## src/rtl/player_bullet.sv

```systemverilog
// player_bullet: single player bullet for the sprite renderer.
// A fire press arms a launch; the bullet appears on the next frame strobe
// above the player and climbs speed_p rows per frame. It ends when it leaves
// the top of the screen or hits an enemy. A cooldown of cooldown_p frames
// follows before another press is accepted.
//
// Ports:
//   clk_i, reset_i      clock, asynchronous active-high reset
//   frame_i             one-cycle start-of-frame strobe
//   sx_i, sy_i, de_i    scan position and display enable
//   fire_i              synchronised fire button (level)
//   player_x_i          player sprite left column
//   hit_i               OR of enemy dead outputs
//   bullet_pixel_o      current scan pixel belongs to the bullet
//   bullet_active_o     bullet is flying
//   bullet_x_o/_y_o     bullet top-left corner
//   bullet_r/g/b_o      bullet colour, zero off-bullet
//
// state    | meaning
// ---------+-----------------------------------------------
// IDLE     | no bullet; a fire edge arms a launch
// FLYING   | bullet moving up once per frame strobe
// COOLDOWN | bullet gone; waiting cooldown_p frame strobes
module player_bullet #(
  parameter logic [11:0] color_p    = {4'hF, 4'hF, 4'h0},
  parameter logic [9:0]  speed_p    = 10'd4,
  parameter logic [9:0]  start_y_p  = 10'd440,
  parameter logic [9:0]  x_offset_p = 10'd19,
  parameter int unsigned cooldown_p = 8
) (
  input  logic       clk_i,
  input  logic       reset_i,
  input  logic       frame_i,
  input  logic [9:0] sx_i,
  input  logic [9:0] sy_i,
  input  logic       de_i,
  input  logic       fire_i,
  input  logic [9:0] player_x_i,
  input  logic       hit_i,
  output logic       bullet_pixel_o,
  output logic       bullet_active_o,
  output logic [9:0] bullet_x_o,
  output logic [9:0] bullet_y_o,
  output logic [3:0] bullet_r_o,
  output logic [3:0] bullet_g_o,
  output logic [3:0] bullet_b_o
);

  typedef enum logic [1:0] {IDLE, FLYING, COOLDOWN} state_t;

  localparam logic [7:0]  cooldown_lp = 8'(cooldown_p);
  localparam logic [10:0] x_max_lp    = 11'd637;

  state_t      state, state_next;
  logic        fire_q, pending, fire_edge;
  logic [9:0]  bullet_x, bullet_y;
  logic [7:0]  cd_cnt;
  logic        launch, move, enter_cd, cd_done;
  logic [10:0] x_sum;
  logic [9:0]  x_launch;

  assign fire_edge = fire_i & ~fire_q;

  // Launch column clamped so the 2-px bullet stays on a 640-px line.
  assign x_sum    = {1'b0, player_x_i} + {1'b0, x_offset_p};
  assign x_launch = (x_sum > x_max_lp) ? x_max_lp[9:0] : x_sum[9:0];

  always_ff @(posedge clk_i or posedge reset_i) begin
    if (reset_i) state <= IDLE;
    else         state <= state_next;
  end

  always_comb begin
    state_next = state;
    launch     = 1'b0;
    move       = 1'b0;
    enter_cd   = 1'b0;
    cd_done    = 1'b0;
    case (state)
      IDLE: begin
        if (pending && frame_i) begin
          state_next = FLYING;
          launch     = 1'b1;
        end
      end
      FLYING: begin
        // A hit wins over a move in the same cycle.
        if (hit_i) begin
          state_next = COOLDOWN;
          enter_cd   = 1'b1;
        end else if (frame_i) begin
          if (bullet_y < speed_p) begin
            state_next = COOLDOWN;
            enter_cd   = 1'b1;
          end else begin
            move = 1'b1;
          end
        end
      end
      COOLDOWN: begin
        if (frame_i && cd_cnt == 8'd1) begin
          state_next = IDLE;
          cd_done    = 1'b1;
        end
      end
      default: state_next = IDLE;
    endcase
  end

  // fire_q resets high so a button held through reset produces no edge.
  always_ff @(posedge clk_i or posedge reset_i) begin
    if (reset_i) begin
      fire_q   <= 1'b1;
      pending  <= 1'b0;
      bullet_x <= 10'd0;
      bullet_y <= start_y_p;
      cd_cnt   <= 8'd0;
    end else begin
      fire_q <= fire_i;

      if (launch || cd_done)            pending <= 1'b0;
      else if (state == IDLE && fire_edge) pending <= 1'b1;

      if (launch) begin
        bullet_x <= x_launch;
        bullet_y <= start_y_p;
      end else if (move) begin
        bullet_y <= bullet_y - speed_p;
      end

      if (enter_cd)                          cd_cnt <= cooldown_lp;
      else if (state == COOLDOWN && frame_i) cd_cnt <= cd_cnt - 8'd1;
    end
  end

  // 11-bit compares so bullet_x+2 / bullet_y+8 never wrap.
  logic [10:0] sx_e, sy_e, bx_e, by_e;
  assign sx_e = {1'b0, sx_i};
  assign sy_e = {1'b0, sy_i};
  assign bx_e = {1'b0, bullet_x};
  assign by_e = {1'b0, bullet_y};

  assign bullet_pixel_o = (state == FLYING) && de_i &&
                          (sx_e >= bx_e) && (sx_e < bx_e + 11'd2) &&
                          (sy_e >= by_e) && (sy_e < by_e + 11'd8);

  assign bullet_active_o = (state == FLYING);
  assign bullet_x_o      = bullet_x;
  assign bullet_y_o      = bullet_y;
  assign bullet_r_o      = bullet_pixel_o ? color_p[11:8] : 4'h0;
  assign bullet_g_o      = bullet_pixel_o ? color_p[7:4]  : 4'h0;
  assign bullet_b_o      = bullet_pixel_o ? color_p[3:0]  : 4'h0;

endmodule

```

## config.mk

```make
export PLATFORM = sky130hd
export DESIGN_NAME = player_bullet
export DESIGN_NICKNAME = d
export VERILOG_FILES = /design/src/rtl/player_bullet.sv
export SDC_FILE = /design/constraint.sdc
export NUM_CORES = 1
export LEC_CHECK = 0
export CORE_UTILIZATION = 31
export CTS_BUF_LIST = sky130_fd_sc_hd__clkbuf_2
export DETAILED_ROUTE_END_ITERATION = 10
export PLACE_DENSITY_LB_ADDON = 0.05
export SETUP_SLACK_MARGIN = 0.3
export SYNTH_ARGS = -nofsm -noshare
export SYNTH_HDL_FRONTEND = slang
export SYNTH_SLANG_ARGS = --single-unit
```

## constraint.sdc

```tcl
create_clock -name clk_i -period 8.8 [get_ports clk_i]
set_input_delay 1.76 -clock clk_i [delete_from_list [all_inputs] [get_ports clk_i]]
set_output_delay 1.76 -clock clk_i [all_outputs]
set_load 0.02 [all_outputs]
```

==> summary.md <==
| Metric | Value |
|---|---|
| Net switching power | `0.000366 W` |
| Post-Layout Cell Count | `476` |
| Pleak | `1.52 nW` |
| CTS tree | `done` |
| Max-cap violations | `0` |
| Flop-to-flop setup slack | `6.70 ns` |
| M1 WL | `3.34 mm` |
| Per-cell routed wire length | `13.6 um` |
| Detailed-route DRC error count | `0` |
| Initial Utilization | `0.321` |
| Register area share after synthesis | `0.271` |
| Vert. Die Dim | `97.0 um` |
| Routability Congestion | `0.775` |
| Slowest CP cell | `clkdlybuf4s50_1` |
| IO Count | `70` |
| Routed Wire Length | `6.46 mm` |
| Reg area | `758 um^2` |
| Max Fclk | `161 MHz` |
| Syn Inst Count | `313` |
| Post CTS Setup Buffer Count | `0` |
| Reg-to-Reg End | `cd_cnt[3]$_DFFE_PP0P_` |
| Yosys warnings | `0` |
| DRT antenna net count | `0` |
| Vias per cell | `5.00` |
| Vias post-DR | `2379` |
| WP data arrival | `4.45 ns` |
| Buffers on Ports | `61` |
| Pwr/cell area | `230 mW/mm^2` |
| Starting DRT DRC Count | `44` |
| Post-Syn Area per Cell | `8.93 um^2` |
| Met3 wire len | `267 um` |
| Vias in the first global route | `2367` |
| Worst Path Required | `7.04 ns` |
| Post-cts resize count | `0` |
| Drt first pass iters | `4` |
| Root Driver | `clkbuf_2` |
| CTS Buf Count | `5` |
| Crit path cell chain | `clkdlybuf4s50_1, ha_1, a21oi_1, and3_1, o21ai_0, nand3_1, a21oi_1, nor4_2, clkdlybuf4s50_1` |
| CP max FO | `9` |
| Worst vdd ir | `89.5 uV` |
| Clock sink total | `30` |
| Global route overflow | `0` |
| CP top delay family | `buffers and inverters` |
| Worst Hold Class | `reg2reg` |
| Slew Viols, Final | `0` |
| Sw frac | `0.459` |
| Crit path time final | `6.21 ns` |
| CTS max path bufs | `2` |
| Clk network pwr share | `0.085` |
| Comb power frac | `0.586` |
| Count of different cell masters after synthesis | `59` |
| Core area | `0.00872 mm^2` |
| Final Setup Violations | `0` |
| Clk_skew | `0.0158 ns` |
| Crit end category | `output pin` |
| Skew-Pair Late Insertion Delay | `0.36 ns` |
| Hold path depth | `2` |
| H-tree Lvls | `2` |
| Layout fillers | `861` |
| Layout cell share with drive strength beyond 1 | `0.0761` |
| HPWL after DPL | `5.23 mm` |
| First-pass GRT wire length | `11.1 mm` |
| Post-CTS Hold Fix Bufs | `0` |
| Die Wd | `97.0 um` |
| NumNets Final | `446` |
| Synth Flop Type | `dfrtp_1` |
| ANT cells | `0` |
| FP Rows | `34` |
| Startpoint Class | `input port` |
| Initial antenna violation count | `0` |
| Critical path class | `in2out` |
| Worst-Margin Slew | `0.645 ns` |
| RSZ-0062 raised after global routing | `no` |
| GRT Overall Usage | `0.143` |
| Setup TNS | `0 ns` |
| Hold worst-path end | `bullet_y_o[3]$_DFFE_PP1P_` |
| CP Buf/Inv Count | `2` |
| Multi-input gate area | `0.00181 mm^2` |
| Total Die Area | `0.00940 mm^2` |
| Post-synth EDFFs | `0` |
| Worst R2R Path Depth | `7` |
| CP peak stage delay | `0.73 ns` |
| Synthesized area | `0.00280 mm^2` |
| Async SR Flop Fraction | `1.00` |
| Worst R2R Start | `bullet_y_o[3]$_DFFE_PP1P_` |
| Hold Path Origin | `bullet_y_o[3]$_DFFE_PP1P_` |
| Fin. Hold Viols | `0` |
| Status | `complete, no violations` |
| Sequential Power Share | `0.329` |
| DP Cell Count | `468` |
| Period utilization | `0.705` |
| Clk slew on worst S/H paths | `0.17 ns` |
| Int Pwr | `0.000431 W` |
| Largest net degree at the start of global routing | `31` |
| Slew margin rel. | `0.567` |
| Top Metal Used | `met4` |
| Met2 wire len | `2.77 mm` |
| Synthesis-stage register bit count | `30` |
| Synthesis-to-layout area growth | `24.2%` |
-- cell families after synthesis --
| kind of cell | count (synthesis) | synth area share |
|---|---|---|
| AOI/OAI and AO/OA | 71 | 0.169 |
| xor gates and xnor gates | 28 | 0.0877 |
| adders and majority gates | 43 | 0.192 |
| buffers and inverters | 50 | 0.0886 |
| DFF | 30 | 0.271 |
| muxes | 2 | 0.00716 |
| other | 1 | 0.00134 |
| and+or+nand+nor | 88 | 0.183 |
-- worst min-delay path: stages, from the launching register on --
cell and delay, ns:
dfstp_2 0.43, nand2_1 0.06, o211ai_1 0.08
-- how the worst max path moves through the flow --
stage | startpoint | endpoint | cells past startpoint
final | sx_i[6] | bullet_g_o[0] | 9
after floorplan | sx_i[6] | bullet_g_o[0] | 8
after CTS | sx_i[6] | bullet_g_o[0] | 9
after detailed placement | sx_i[6] | bullet_g_o[0] | 9
after global routing | sx_i[6] | bullet_g_o[0] | 9
after global placement | sx_i[6] | bullet_r_o[3] | 9
-- placed cells by master, fill, tap and decap left out, types with 3 or more instances in the layout --
master           count
clkdlybuf4s50_1     61
ha_1                43
inv_1               29
xnor2_1             26
dfrtp_1             24
a21oi_1             19
nand2_1             19
nand3_1             15
nor2_1              14
o21ai_0             11
nor3_1               8
a211oi_1             7
conb_1               6
dfstp_2              6
clkbuf_2             6
nand4_1              5
o2111ai_1            5
and3_1               4
o211ai_1             4
a22oi_1              3
a21o_1               3
-- registers in the layout, summed over array words and instances, names as in the netlist --
register / cells
cd_cnt: 8
pending: 1
bullet_x_o: 10
fire_q: 1
state: 2
bullet_y_o: 8
-- area by class of cell --
type	instances	share of cell area
Clock buffer	6	0.00865
Clock inverter	2	0.00252
Inverter	30	0.0324
Multi-Input combinational cell	238	0.521
Sequential cell	30	0.218
Tap cell	108	0.0389
Timing Repair Buffer	62	0.178
-- per-layer routing --
layer | GRT usage | up-vias
li1 | - | 1223
met2 | 0.227 | 56
met4 | 0.0379 | 0
met3 | 0.0267 | 8
met1 | 0.199 | 1092
met5 | 0 | -
-- power by group through the flow --
stage               Sequential, W  Clock (W)  Combinational (W)
detailed placement       0.000265          0           0.000473
global placement         0.000265          0           0.000471
finish                   0.000262  0.0000676           0.000468
floorplan                0.000273          0           0.000305
global route             0.000274  0.0000766           0.000535
CTS                      0.000263  0.0000718           0.000475
-- synth_stat cells, drive strengths merged (2+ instances only) --
| master | count | share of area |
|---|---|---|
| a21oi | 20 | 0.037 |
| nor4b | 3 | 0.012 |
| o22ai | 2 | 0.0045 |
| xnor2 | 26 | 0.081 |
| nor4 | 3 | 0.014 |
| ha | 43 | 0.19 |
| o211ai | 5 | 0.015 |
| nand2 | 20 | 0.028 |
| dfstp | 6 | 0.056 |
| o21ai | 14 | 0.026 |
| nor3 | 9 | 0.018 |
| a22oi | 3 | 0.0081 |
| and4 | 3 | 0.010 |
| buf | 18 | 0.046 |
| mux2i | 2 | 0.0072 |
| nand3 | 16 | 0.030 |
| or3b | 3 | 0.0094 |
| a21o | 3 | 0.0081 |
| o21a | 2 | 0.0054 |
| or4 | 3 | 0.0094 |
| dfrtp | 24 | 0.21 |
| nand4 | 5 | 0.011 |
| a21boi | 2 | 0.0054 |
| xor2 | 2 | 0.0063 |
| a211oi | 7 | 0.019 |
| clkbuf | 2 | 0.0027 |
| and3 | 4 | 0.0089 |
| inv | 30 | 0.040 |
| nor2 | 14 | 0.019 |
| o2111ai | 5 | 0.016 |
-- per-stage QoR --
stage / hold WS (ns) / util / total power [W] / worst slack [ns] / instance area, um^2
after floorplan: 0.505 / - / 0.000578 / 3.40 / 2820
after global placement: 0.534 / 0.394 / 0.000736 / 2.59 / 3430
after detailed placement: 0.540 / 0.394 / 0.000738 / 2.56 / 3430
after CTS: 0.562 / 0.398 / 0.000810 / 2.55 / 3470
after global routing: 0.591 / 0.398 / 0.000886 / 2.32 / 3470
final: 0.557 / 0.398 / 0.000797 / 2.59 / 3470
(Power assumes the default switching activity.)
